===== config.mk =====
export PLATFORM = sky130hd
export DESIGN_NAME = freq_trim_nco
export DESIGN_NICKNAME = d
export VERILOG_FILES = /design/src/rtl/freq_trim_nco.sv
export SDC_FILE = /design/constraint.sdc
export NUM_CORES = 1
export LEC_CHECK = 0
export BUFFER_PORTS_ARGS = -buffer_cell sky130_fd_sc_hd__buf_2
export CORE_UTILIZATION = 30
export CTS_BUF_LIST = sky130_fd_sc_hd__clkbuf_8
export DETAILED_ROUTE_END_ITERATION = 12
export GPL_ROUTABILITY_DRIVEN = 0
export GPL_TIMING_DRIVEN = 0
export SLEW_MARGIN = 20
export SYNTH_ARGS = -nofsm -noshare
export SYNTH_HDL_FRONTEND = slang
export SYNTH_SLANG_ARGS = --single-unit

===== constraint.sdc =====
create_clock -name clk -period 4.3 [get_ports clk]
set_input_delay 0.215 -clock clk [delete_from_list [all_inputs] [get_ports clk]]
set_output_delay 0.215 -clock clk [all_outputs]
set_load 0.005 [all_outputs]

===== src/rtl/freq_trim_nco.sv =====
// AFC command consumer: integrates increase/decrease commands into a saturating signed trim,
// offsets the base frequency word with it and drives a phase-accumulator NCO.
module freq_trim_nco #(
    parameter int unsigned TRIM_W   = 12,
    parameter int unsigned FCW_W    = 16,
    parameter int unsigned STEP     = 1,
    parameter int unsigned HOLDOFF  = 12,
    parameter int unsigned LOCK_CNT = 4
) (
    input  logic                     clk,
    input  logic                     reset,
    input  logic                     en,
    input  logic                     afc_en,
    input  logic [1:0]               freq_mod,
    input  logic                     trim_clr,
    input  logic [FCW_W-1:0]         base_fcw,
    output logic signed [TRIM_W-1:0] trim_out,
    output logic [FCW_W-1:0]         fcw,
    output logic [FCW_W-1:0]         phase,
    output logic                     sat,
    output logic                     lock
);

    localparam int unsigned HoldW = $clog2(HOLDOFF + 1);
    localparam int unsigned AltW  = $clog2(LOCK_CNT + 1);
    localparam int TrimMax = int'((2 ** (TRIM_W - 1)) - 1);
    localparam int TrimMin = -TrimMax - 1;
    localparam logic [HoldW-1:0] HoldLoad = HoldW'(HOLDOFF - 1);
    localparam logic [AltW-1:0]  AltMax   = AltW'(LOCK_CNT);

    logic signed [TRIM_W-1:0] trim_q, trim_d;
    logic [HoldW-1:0]         hold_q, hold_d;
    logic [AltW-1:0]          alt_q, alt_d;
    logic                     last_dir_q, last_dir_d;
    logic                     last_vld_q, last_vld_d;
    logic                     lock_q, lock_d;
    logic [FCW_W-1:0]         fcw_q, fcw_d;
    logic [FCW_W-1:0]         phase_q, phase_d;

    logic cmd_valid;
    logic dir_dn;
    logic accept;
    int   trim_sum;

    assign cmd_valid = (freq_mod == 2'b01) || (freq_mod == 2'b10);
    assign dir_dn    = freq_mod[1];
    assign accept    = en && afc_en && (hold_q == '0) && cmd_valid && !trim_clr;

    always_comb begin
        trim_d     = trim_q;
        hold_d     = hold_q;
        alt_d      = alt_q;
        last_dir_d = last_dir_q;
        last_vld_d = last_vld_q;
        lock_d     = lock_q;

        // Integer-domain sum so the rails can be detected before truncation.
        trim_sum = int'(trim_q) + (dir_dn ? -int'(STEP) : int'(STEP));
        if (trim_sum > TrimMax) begin
            trim_sum = TrimMax;
        end else if (trim_sum < TrimMin) begin
            trim_sum = TrimMin;
        end

        if (trim_clr) begin
            trim_d     = '0;
            hold_d     = '0;
            alt_d      = '0;
            last_vld_d = 1'b0;
            lock_d     = 1'b0;
        end else if (en) begin
            if (!afc_en) begin
                hold_d     = '0;
                alt_d      = '0;
                last_vld_d = 1'b0;
                lock_d     = 1'b0;
            end else if (accept) begin
                trim_d = TRIM_W'(trim_sum);
                hold_d = HoldLoad;
                if (last_vld_q && (dir_dn != last_dir_q)) begin
                    alt_d = (alt_q == AltMax) ? AltMax : alt_q + AltW'(1);
                end else begin
                    alt_d = '0;
                end
                last_dir_d = dir_dn;
                last_vld_d = 1'b1;
                lock_d     = (alt_d == AltMax);
            end else if (hold_q != '0) begin
                hold_d = hold_q - HoldW'(1);
            end
        end
    end

    // fcw tracks base_fcw every clock; only the accumulator is sample-rate gated.
    always_comb begin
        fcw_d   = base_fcw + FCW_W'(trim_q);
        phase_d = en ? phase_q + fcw_q : phase_q;
    end

    always_ff @(posedge clk or posedge reset) begin
        if (reset) begin
            trim_q     <= '0;
            hold_q     <= '0;
            alt_q      <= '0;
            last_dir_q <= 1'b0;
            last_vld_q <= 1'b0;
            lock_q     <= 1'b0;
            fcw_q      <= '0;
            phase_q    <= '0;
        end else begin
            trim_q     <= trim_d;
            hold_q     <= hold_d;
            alt_q      <= alt_d;
            last_dir_q <= last_dir_d;
            last_vld_q <= last_vld_d;
            lock_q     <= lock_d;
            fcw_q      <= fcw_d;
            phase_q    <= phase_d;
        end
    end

    assign trim_out = trim_q;
    assign fcw      = fcw_q;
    assign phase    = phase_q;
    assign lock     = lock_q;
    assign sat      = (trim_q == TRIM_W'(TrimMax)) || (trim_q == TRIM_W'(TrimMin));

endmodule


Word-level counts from Yosys, hierarchy flattened --
Index checks and enable logic that the tools add are counted.
Storage, ports and cells: bits in registers 54, input port bits 23, output and inout bits 46, word-level logic and storage cells 72
Cells by class: add/sub/neg operators 5, order comparisons 2, equal/unequal tests 9, muxes and demuxes 30, bitwise logic cells 1, reductions and logical operators 17
Operators with widths (number):
- $mux 12 | 6
- $add 12x32->32 | 1
- $add 16x16->16 | 2
- $gt 32x12->1 const B | 1
- $lt 32x12->1 const B | 1
- $mux 32 | 1
- $mux 3 | 10
- $eq 12x12->1 const B | 2
- $mux 4 | 5
- $mux 1 | 8
- $eq 3x3->1 const B | 2
- $reduce_bool 2->1 | 3
- $logic_and 1x1->1 | 5
- $logic_not 4->1 | 1
- $ne 4x1->1 const B | 1
- $reduce_and 2->1 | 2
- $reduce_and 4->1 | 1
- $reduce_bool 4->1 | 1
- $sub 4x1->4 const B | 1
- $add 3x1->3 const B | 1
- $ne 3x1->1 const B | 1
- $reduce_and 3->1 | 1
- $eq 2x1->1 const B | 1
- $eq 2x2->1 const B | 1
- 4 further kinds | 5

Depth between registers and ports, before layout --
Gate-level depths: netlist of run 1.
depth in word-level cells 13, mapped depth 17

Least setup slack after synthesis of run 1 --
Ideal clock, no wire load.
kind reg2reg, start point reg trim_q[0] (netlist: trim_out[0]), end point reg trim_q[2] (netlist: trim_out[2]), library setup time 66 ps, arrival time 3561 ps, slack 673 ps, stages on the path, launching flop included 18, period minus slack after synthesis 3627 ps, cell sequence dfrtp_1 -> fa_1 -> a21o_1 -> a21boi_2 -> o21ai_1 -> o21a_1 -> a41o_1 -> o21ai_0 -> nor2b_1 -> fa_1 -> inv_1 -> o2111ai_1 -> nor3_1 -> nand2_1 -> o31ai_4 -> and2_1 -> buf_6 -> a221o_1
On the way: word-level cells in the longest chain between the ends 8, elaborated cells between the ends (all ways) 9
Ends and longest elaborated chain:
- start, declared | RTL line 31 | logic signed [TRIM_W-1:0] trim_q, trim_d;
- start signal, assigned | RTL line 111 | trim_q <= trim_d;
- $add 12x32->32 (*) | RTL line 58 | trim_sum = int'(trim_q) + (dir_dn ? -int'(STEP) : int'(STEP));
- $lt 32x12->1 | RTL line 61 | end else if (trim_sum < TrimMin) begin
- $mux 12 | RTL line 61
- $mux 12 (*) | RTL line 59 | if (trim_sum > TrimMax) begin
- $mux 12 (*) | RTL line 77 | end else if (accept) begin
- $mux 12 (*) | RTL line 72 | if (!afc_en) begin
- $mux 12 (*) | RTL line 71 | end else if (en) begin
- $mux 12 (*) | RTL line 65 | if (trim_clr) begin
Every way passes the cells marked *; elsewhere a longest branch is shown, timed or not. The select of a mux whose other input is x is not followed. A chain may end at the register's enable or synchronous reset.

Worst setup path in the final report of run 1 --
start point reg trim_q[1] (netlist: trim_out[1]), end point reg trim_q[4] (netlist: trim_out[4])
The elaborated chain is that of the path after synthesis.

==> results of run 1 <==
[sequential cells by signal, summed over array words and instances (netlist names)]
signal and flops:
alt_q 3, hold_q 4, last_dir_q 1, trim_out 12, fcw 16, last_vld_q 1
phase 16, lock 1
[what timing repair did]
| item | 4_1_cts | 5_1_grt |
|---|---|---|
| endpoints found under the hold margin | 0 | 0 |
| resized for setup | 0 | 5 |
| hold buffers | 0 | 0 |
| endpoints found under the setup margin | 0 | 11 |
[how the worst max path moves through the flow]
stage / startpoint / endpoint / slack [ns]
floorplan: trim_out[0]$_DFFE_PP0P_ / trim_out[2]$_DFFE_PP0P_ / 0.67
global placement: freq_mod[1] / trim_out[5]$_DFFE_PP0P_ / 0.12
detailed placement: freq_mod[1] / trim_out[4]$_DFFE_PP0P_ / 0.01
CTS: trim_out[1]$_DFFE_PP0P_ / trim_out[4]$_DFFE_PP0P_ / 0.18
global route: trim_out[6]$_DFFE_PP0P_ / trim_out[9]$_DFFE_PP0P_ / -0.03
finish: trim_out[1]$_DFFE_PP0P_ / trim_out[4]$_DFFE_PP0P_ / 0.32
[per-stage QoR]
stage          hold slack [ns]  power [W]  std cells  setup WS [ns]  TNS, ns
2_1_floorplan            0.352    0.00161        432          0.673        0
3_3_place_gp             0.461    0.00189        675          0.124        0
3_5_place_dp             0.373    0.00193        675         0.0148        0
4_1_cts                 0.0174    0.00229        683          0.178        0
5_1_grt                 0.0544    0.00246        683        -0.0316  -0.0316
6_report              -0.00375    0.00227        683          0.324        0
[layer usage]
| layer | vias to the layer above | global-route usage |
|---|---|---|
| li1 | 1744 | - |
| met1 | 1698 | 0.164 |
| met2 | 63 | 0.255 |
| met3 | 18 | 0.0223 |
| met4 | 0 | 0.0570 |
| met5 | - | 0 |
[cells by family (layout without fill, tap and decap cells)]
kind of cell	count (synthesis)	after routing	share of synthesized area
AO/OA/AOI/OAI	126	126	0.219
AND/OR/NAND/NOR	121	121	0.149
flip-flops	54	54	0.326
adder cells (fa/ha/maj)	53	53	0.176
buffers and inverters	35	110	0.0335
XOR/XNOR	33	33	0.0696
multiplexers	10	10	0.0271
[report_power, final]
part | switching (W) | total [W] | internal, W | leakage, nW
Clock | 0.000176 | 0.000348 | 0.000172 | 0.0556
Combinational | 0.000596 | 0.00117 | 0.000576 | 1.62
Sequential | 0.000113 | 0.000752 | 0.000639 | 0.670
Total | 0.000885 | 0.00227 | 0.00139 | 2.35
[layout make-up]
cell class / count / area (µm²) / share of cell area
flip-flops and latches: 54 / 1350 / 0.280
clock inverters: 3 / 41.3 / 0.00854
repair buffers: 67 / 335 / 0.0694
clock buffers: 5 / 68.8 / 0.0142
well taps: 176 / 220 / 0.0456
inverters: 28 / 108 / 0.0223
multi-input cells: 343 / 2670 / 0.553
plain buffers: 7 / 33.8 / 0.00699
[placed cells by master, fill, tap and decap left out, types with 5 or more instances in the layout]
| cell | synthesis | final |
|---|---|---|
| a211oi_1 | 7 | 7 |
| a21o_1 | 13 | 13 |
| a21oi_1 | 23 | 23 |
| a221o_1 | 7 | 7 |
| a31oi_1 | 5 | 5 |
| buf_2 | 0 | 67 |
| clkbuf_8 | 0 | 5 |
| dfrtp_1 | 54 | 52 |
| fa_1 | 9 | 9 |
| ha_1 | 44 | 44 |
| inv_1 | 28 | 28 |
| mux2_2 | 10 | 10 |
| nand2_1 | 24 | 24 |
| nand2b_1 | 5 | 5 |
| nand3_1 | 7 | 7 |
| nand4_1 | 6 | 6 |
| nor2_1 | 34 | 34 |
| nor2b_1 | 10 | 10 |
| nor3_1 | 11 | 10 |
| o21a_1 | 10 | 10 |
| o21ai_0 | 17 | 16 |
| o21ai_1 | 7 | 8 |
| or3_1 | 5 | 5 |
| xnor2_1 | 22 | 22 |
| xor2_1 | 11 | 11 |
[critical path: stages, from the launching register on]
cell and delay (ns):
dfrtp_2 0.48, ha_1 0.28, a21o_1 0.19, a21oi_2 0.21
o211ai_2 0.12, a211oi_2 0.26, o21bai_2 0.19, a21o_1 0.22
fa_1 0.51, nor4bb_2 0.24, o2111ai_1 0.18, nor3_2 0.22
nand2_1 0.12, o31ai_4 0.25, and2_1 0.19, buf_6 0.12
a221o_1 0.14
==> results.json, run 1 <==
{
  "ys_top_cells_by_count": "dfrtp_1 (54), ha_1 (44), nor2_1 (34)",
  "synthArstFlopShare": 1.00,
  "cts_tree": "done",
  "slew_headroom": 0.529,
  "syn_nets": 508,
  "dr.pass1.iters": 4,
  "yosysWarnings": 0,
  "maxCapViolations": 0,
  "grt_pass1_vias": 3407,
  "drt_iter0_drc": 193,
  "drv_slew": 0,
  "ys_top_cells_by_area": "dfrtp_1 (33%), ha_1 (13%), xnor2_1 (4.6%)",
  "dpl-instance-area_um2": 4710,
  "core_area_um2": 13300,
  "worst_pin_slew_ns": 0.707,
  "wl_met2_mm": 5.07,
  "synthFlopType": "dfrtp_1",
  "final_area_um2": 4830,
  "ant_nets": 0,
  "clock_latency_ns": 0.32,
  "rr_startpoint": "trim_out[1]$_DFFE_PP0P_",
  "ys_seq_area_frac": 0.326,
  "ys_ff_latch": 54,
  "cts-root-buf": "clkbuf_8",
  "yosysTopAreaCellShare": 0.326,
  "drive_above_1_share": 0.193,
  "cp.required_ns": 4.56,
  "crit_path_start_kind": "flip-flop",
  "avgSynthCellArea_um2": 9.61,
  "wl_met1_mm": 4.20,
  "io_buffers": 67,
  "dp_hpwl_mm": 7.74,
  "ir_drop_v": 0.000132,
  "gr-total-overflow": 0,
  "arrival_ns": 4.24,
  "violations": "hold timing",
  "clock-sinks": 54,
  "chipWidth_um": 120,
  "synth_top_area_cell": "dfrtp_1",
  "cts_buffers": 5,
  "powerDensity_nw_per_um2": 470,
  "fin_crit_sh": 0.925,
  "r2r_end": "trim_out[4]$_DFFE_PP0P_",
  "path_class": "reg2reg",
  "grt_pass1_wl_mm": 16.2,
  "status": "finished, violations left",
  "wl_per_cell_um": 14.4,
  "r2r_cells": 16,
  "synth_most_common_cell": "dfrtp_1",
  "crit_fanout": 7,
  "clockBufferDepth": 2,
  "chipHeight_um": 120,
  "antenna_found_initial": 0,
  "num_rows": 42,
  "top_layer_used": "met4",
  "fin_worst_skew_ns": 0.00582,
  "grt_max_degree": 55,
  "utilization": 0.362,
  "ys_types": 58,
  "total_leakage_power_nw": 2.35,
  "area.growth.synth_to_final_pct": 16.4,
  "start_util": 0.311,
  "fin_crit_ns": 3.98,
  "drc_errors": 0,
  "hold_viol": 12,
  "htreeDepth": 2,
  "postCtsSetupRepairBufs": 0,
  "vias": 3523,
  "vias_per_cell": 5.16,
  "max_freq_ghz": 0.252,
  "synthCells": 432,
  "hold_path_class": "in2async",
  "die_area_um2": 14300,
  "ios": 69,
  "rrSetupSlack_ns": 0.32,
  "n_antenna_cell": 0,
  "fillCellCount": 1398,
  "synth-edff-count": 0,
  "syn_area_um2": 4150,
  "clkTransAtPathRegs_ns": 0.10,
  "end_kind": "flip-flop",
  "setup_viol_count_final": 0,
  "holdWs_ns": -0.00375,
  "fin_nets": 582,
  "route.met3.wl_um": 312,
  "drt_wl_total_mm": 9.84,
  "grt_use_total": 0.141
}
(Power assumes the default switching activity.)
==> inputs of run 2 (changes only) <==
Settings changed: HOLD_SLACK_MARGIN set to 0.03.
==> results.json, run 2 (synthesis gave the netlist of run 1 again) <==
{
  "status": "complete, no violations",
  "grt_use_total": 0.141,
  "cts_buffers": 5,
  "dp_hpwl_mm": 7.74,
  "post-place-ws_ns": 0.0148,
  "n_antenna_cell": 0,
  "final_common_cell": "buf_2",
  "fin_nets": 583,
  "io_buffers": 67,
  "cts_tree": "done",
  "drc_errors": 0,
  "grt_pass1_vias": 3415,
  "dpl-instance-area_um2": 4710,
  "clock_latency_ns": 0.32,
  "die_area_um2": 14300,
  "vias": 3538,
  "worst_pin_slew_ns": 0.708,
  "slew_headroom": 0.528,
  "hold_viol": 0,
  "design_power_total_w": 0.00227,
  "ios": 69,
  "setup_viol_count_final": 0,
  "grt_pass1_wl_mm": 16.3,
  "crit_start": "trim_out[1]$_DFFE_PP0P_",
  "core_area_um2": 13300,
  "chipWidth_um": 120,
  "clock-sinks": 54,
  "ir_drop_v": 0.000132,
  "cp.required_ns": 4.56,
  "wl_per_cell_um": 14.4,
  "area.growth.synth_to_final_pct": 16.7,
  "fin_crit_sh": 0.924,
  "powerDensity_nw_per_um2": 469,
  "path_class": "reg2reg",
  "drive_above_1_share": 0.193,
  "grt_max_degree": 55,
  "total_leakage_power_nw": 2.35,
  "rr_startpoint": "trim_out[1]$_DFFE_PP0P_",
  "crit_path_start_kind": "flip-flop",
  "vias_per_cell": 5.17,
  "ant_nets": 0,
  "maxCapViolations": 0,
  "crit_fanout": 7,
  "postCtsSetupRepairBufs": 0,
  "htreeDepth": 2,
  "num_rows": 42,
  "max_freq_ghz": 0.252,
  "final_area_um2": 4840,
  "hold_path_class": "in2reg",
  "arrival_ns": 4.24,
  "cts-root-buf": "clkbuf_8",
  "final_cell_mix": "buf_2 (67), dfrtp_1 (52), ha_1 (44)",
  "fin_crit_ns": 3.98,
  "end_kind": "flip-flop",
  "min_from": "base_fcw[0]",
  "utilization": 0.363,
  "start_util": 0.311,
  "antenna_found_initial": 0,
  "holdWs_ns": 0.132,
  "drt_iter0_drc": 178,
  "dr.pass1.iters": 4,
  "clockBufferDepth": 2,
  "clkTransAtPathRegs_ns": 0.10,
  "chipHeight_um": 120,
  "gr-total-overflow": 0,
  "drt_wl_total_mm": 9.87,
  "fin_ws_ns": 0.325,
  "drv_slew": 0,
  "fin_worst_skew_ns": 0.00553
}
run 2: layout make-up:
| class | instances | area [µm²] |
|---|---|---|
| flip-flops and latches | 54 | 1350 |
| fillers | 1399 | 8510 |
| clock buffers | 5 | 68.8 |
| multi-input cells | 343 | 2670 |
| repair buffers | 68 | 345 |
| well taps | 176 | 220 |
| plain buffers | 7 | 33.8 |
| inverters | 28 | 108 |
| clock inverters | 3 | 41.3 |
run 2: final timing paths:
check,to,slack (ns),depth (start not counted)
setup / recovery,trim_out[4]$_DFFE_PP0P_,0.32,16
min in group asynchronous,phase[15]$_DFFE_PP0P_,0.56,3
hold / removal,fcw[0]$_DFF_PP0_,0.13,2
hold reg to reg,phase[15]$_DFFE_PP0P_,0.48,1
max in group asynchronous,trim_out[1]$_DFFE_PP0P_,3.25,3
setup reg to reg,trim_out[4]$_DFFE_PP0P_,0.32,16
run 2: repair_timing:
| item | CTS | global route |
|---|---|---|
| gates resized for setup | 0 | 5 |
| endpoints found under the hold margin | 54 | 0 |
| setup endpoints to repair | 0 | 11 |
| hold buffers | 1 | 0 |
run 2: stage by stage:
stage | setup TNS (ns) | std cells
global route | -0.0316 | 684
floorplan | 0 | 432
global placement | 0 | 675
CTS | 0 | 684
detailed placement | 0 | 675
finish | 0 | 684
run 2: worst max-delay path: stages (launching register included):
cell       delay, ns
dfrtp_2         0.48
ha_1            0.28
a21o_1          0.19
a21oi_2         0.21
o211ai_2        0.12
a211oi_2        0.26
o21bai_2        0.19
a21o_1          0.22
fa_1            0.51
nor4bb_2        0.24
o2111ai_1       0.18
nor3_2          0.22
nand2_1         0.12
o31ai_4         0.25
and2_1          0.19
buf_6           0.12
a221o_1         0.14
run 2: where the power goes:
group | leakage (nW) | switching (W) | internal, W
sequential | 0.670 | 0.000113 | 0.000639
clock | 0.0556 | 0.000176 | 0.000172
combinational | 1.62 | 0.000596 | 0.000577
total | 2.35 | 0.000885 | 0.00139
run 2: metal layers:
layer | part of all wire | routed length [µm] | GRT usage
met1 | 0.42 | 4190 | 0.164
met2 | 0.51 | 5080 | 0.256
met3 | 0.036 | 357 | 0.0223
met4 | 0.025 | 242 | 0.0570
met5 | 0 | 0 | 0
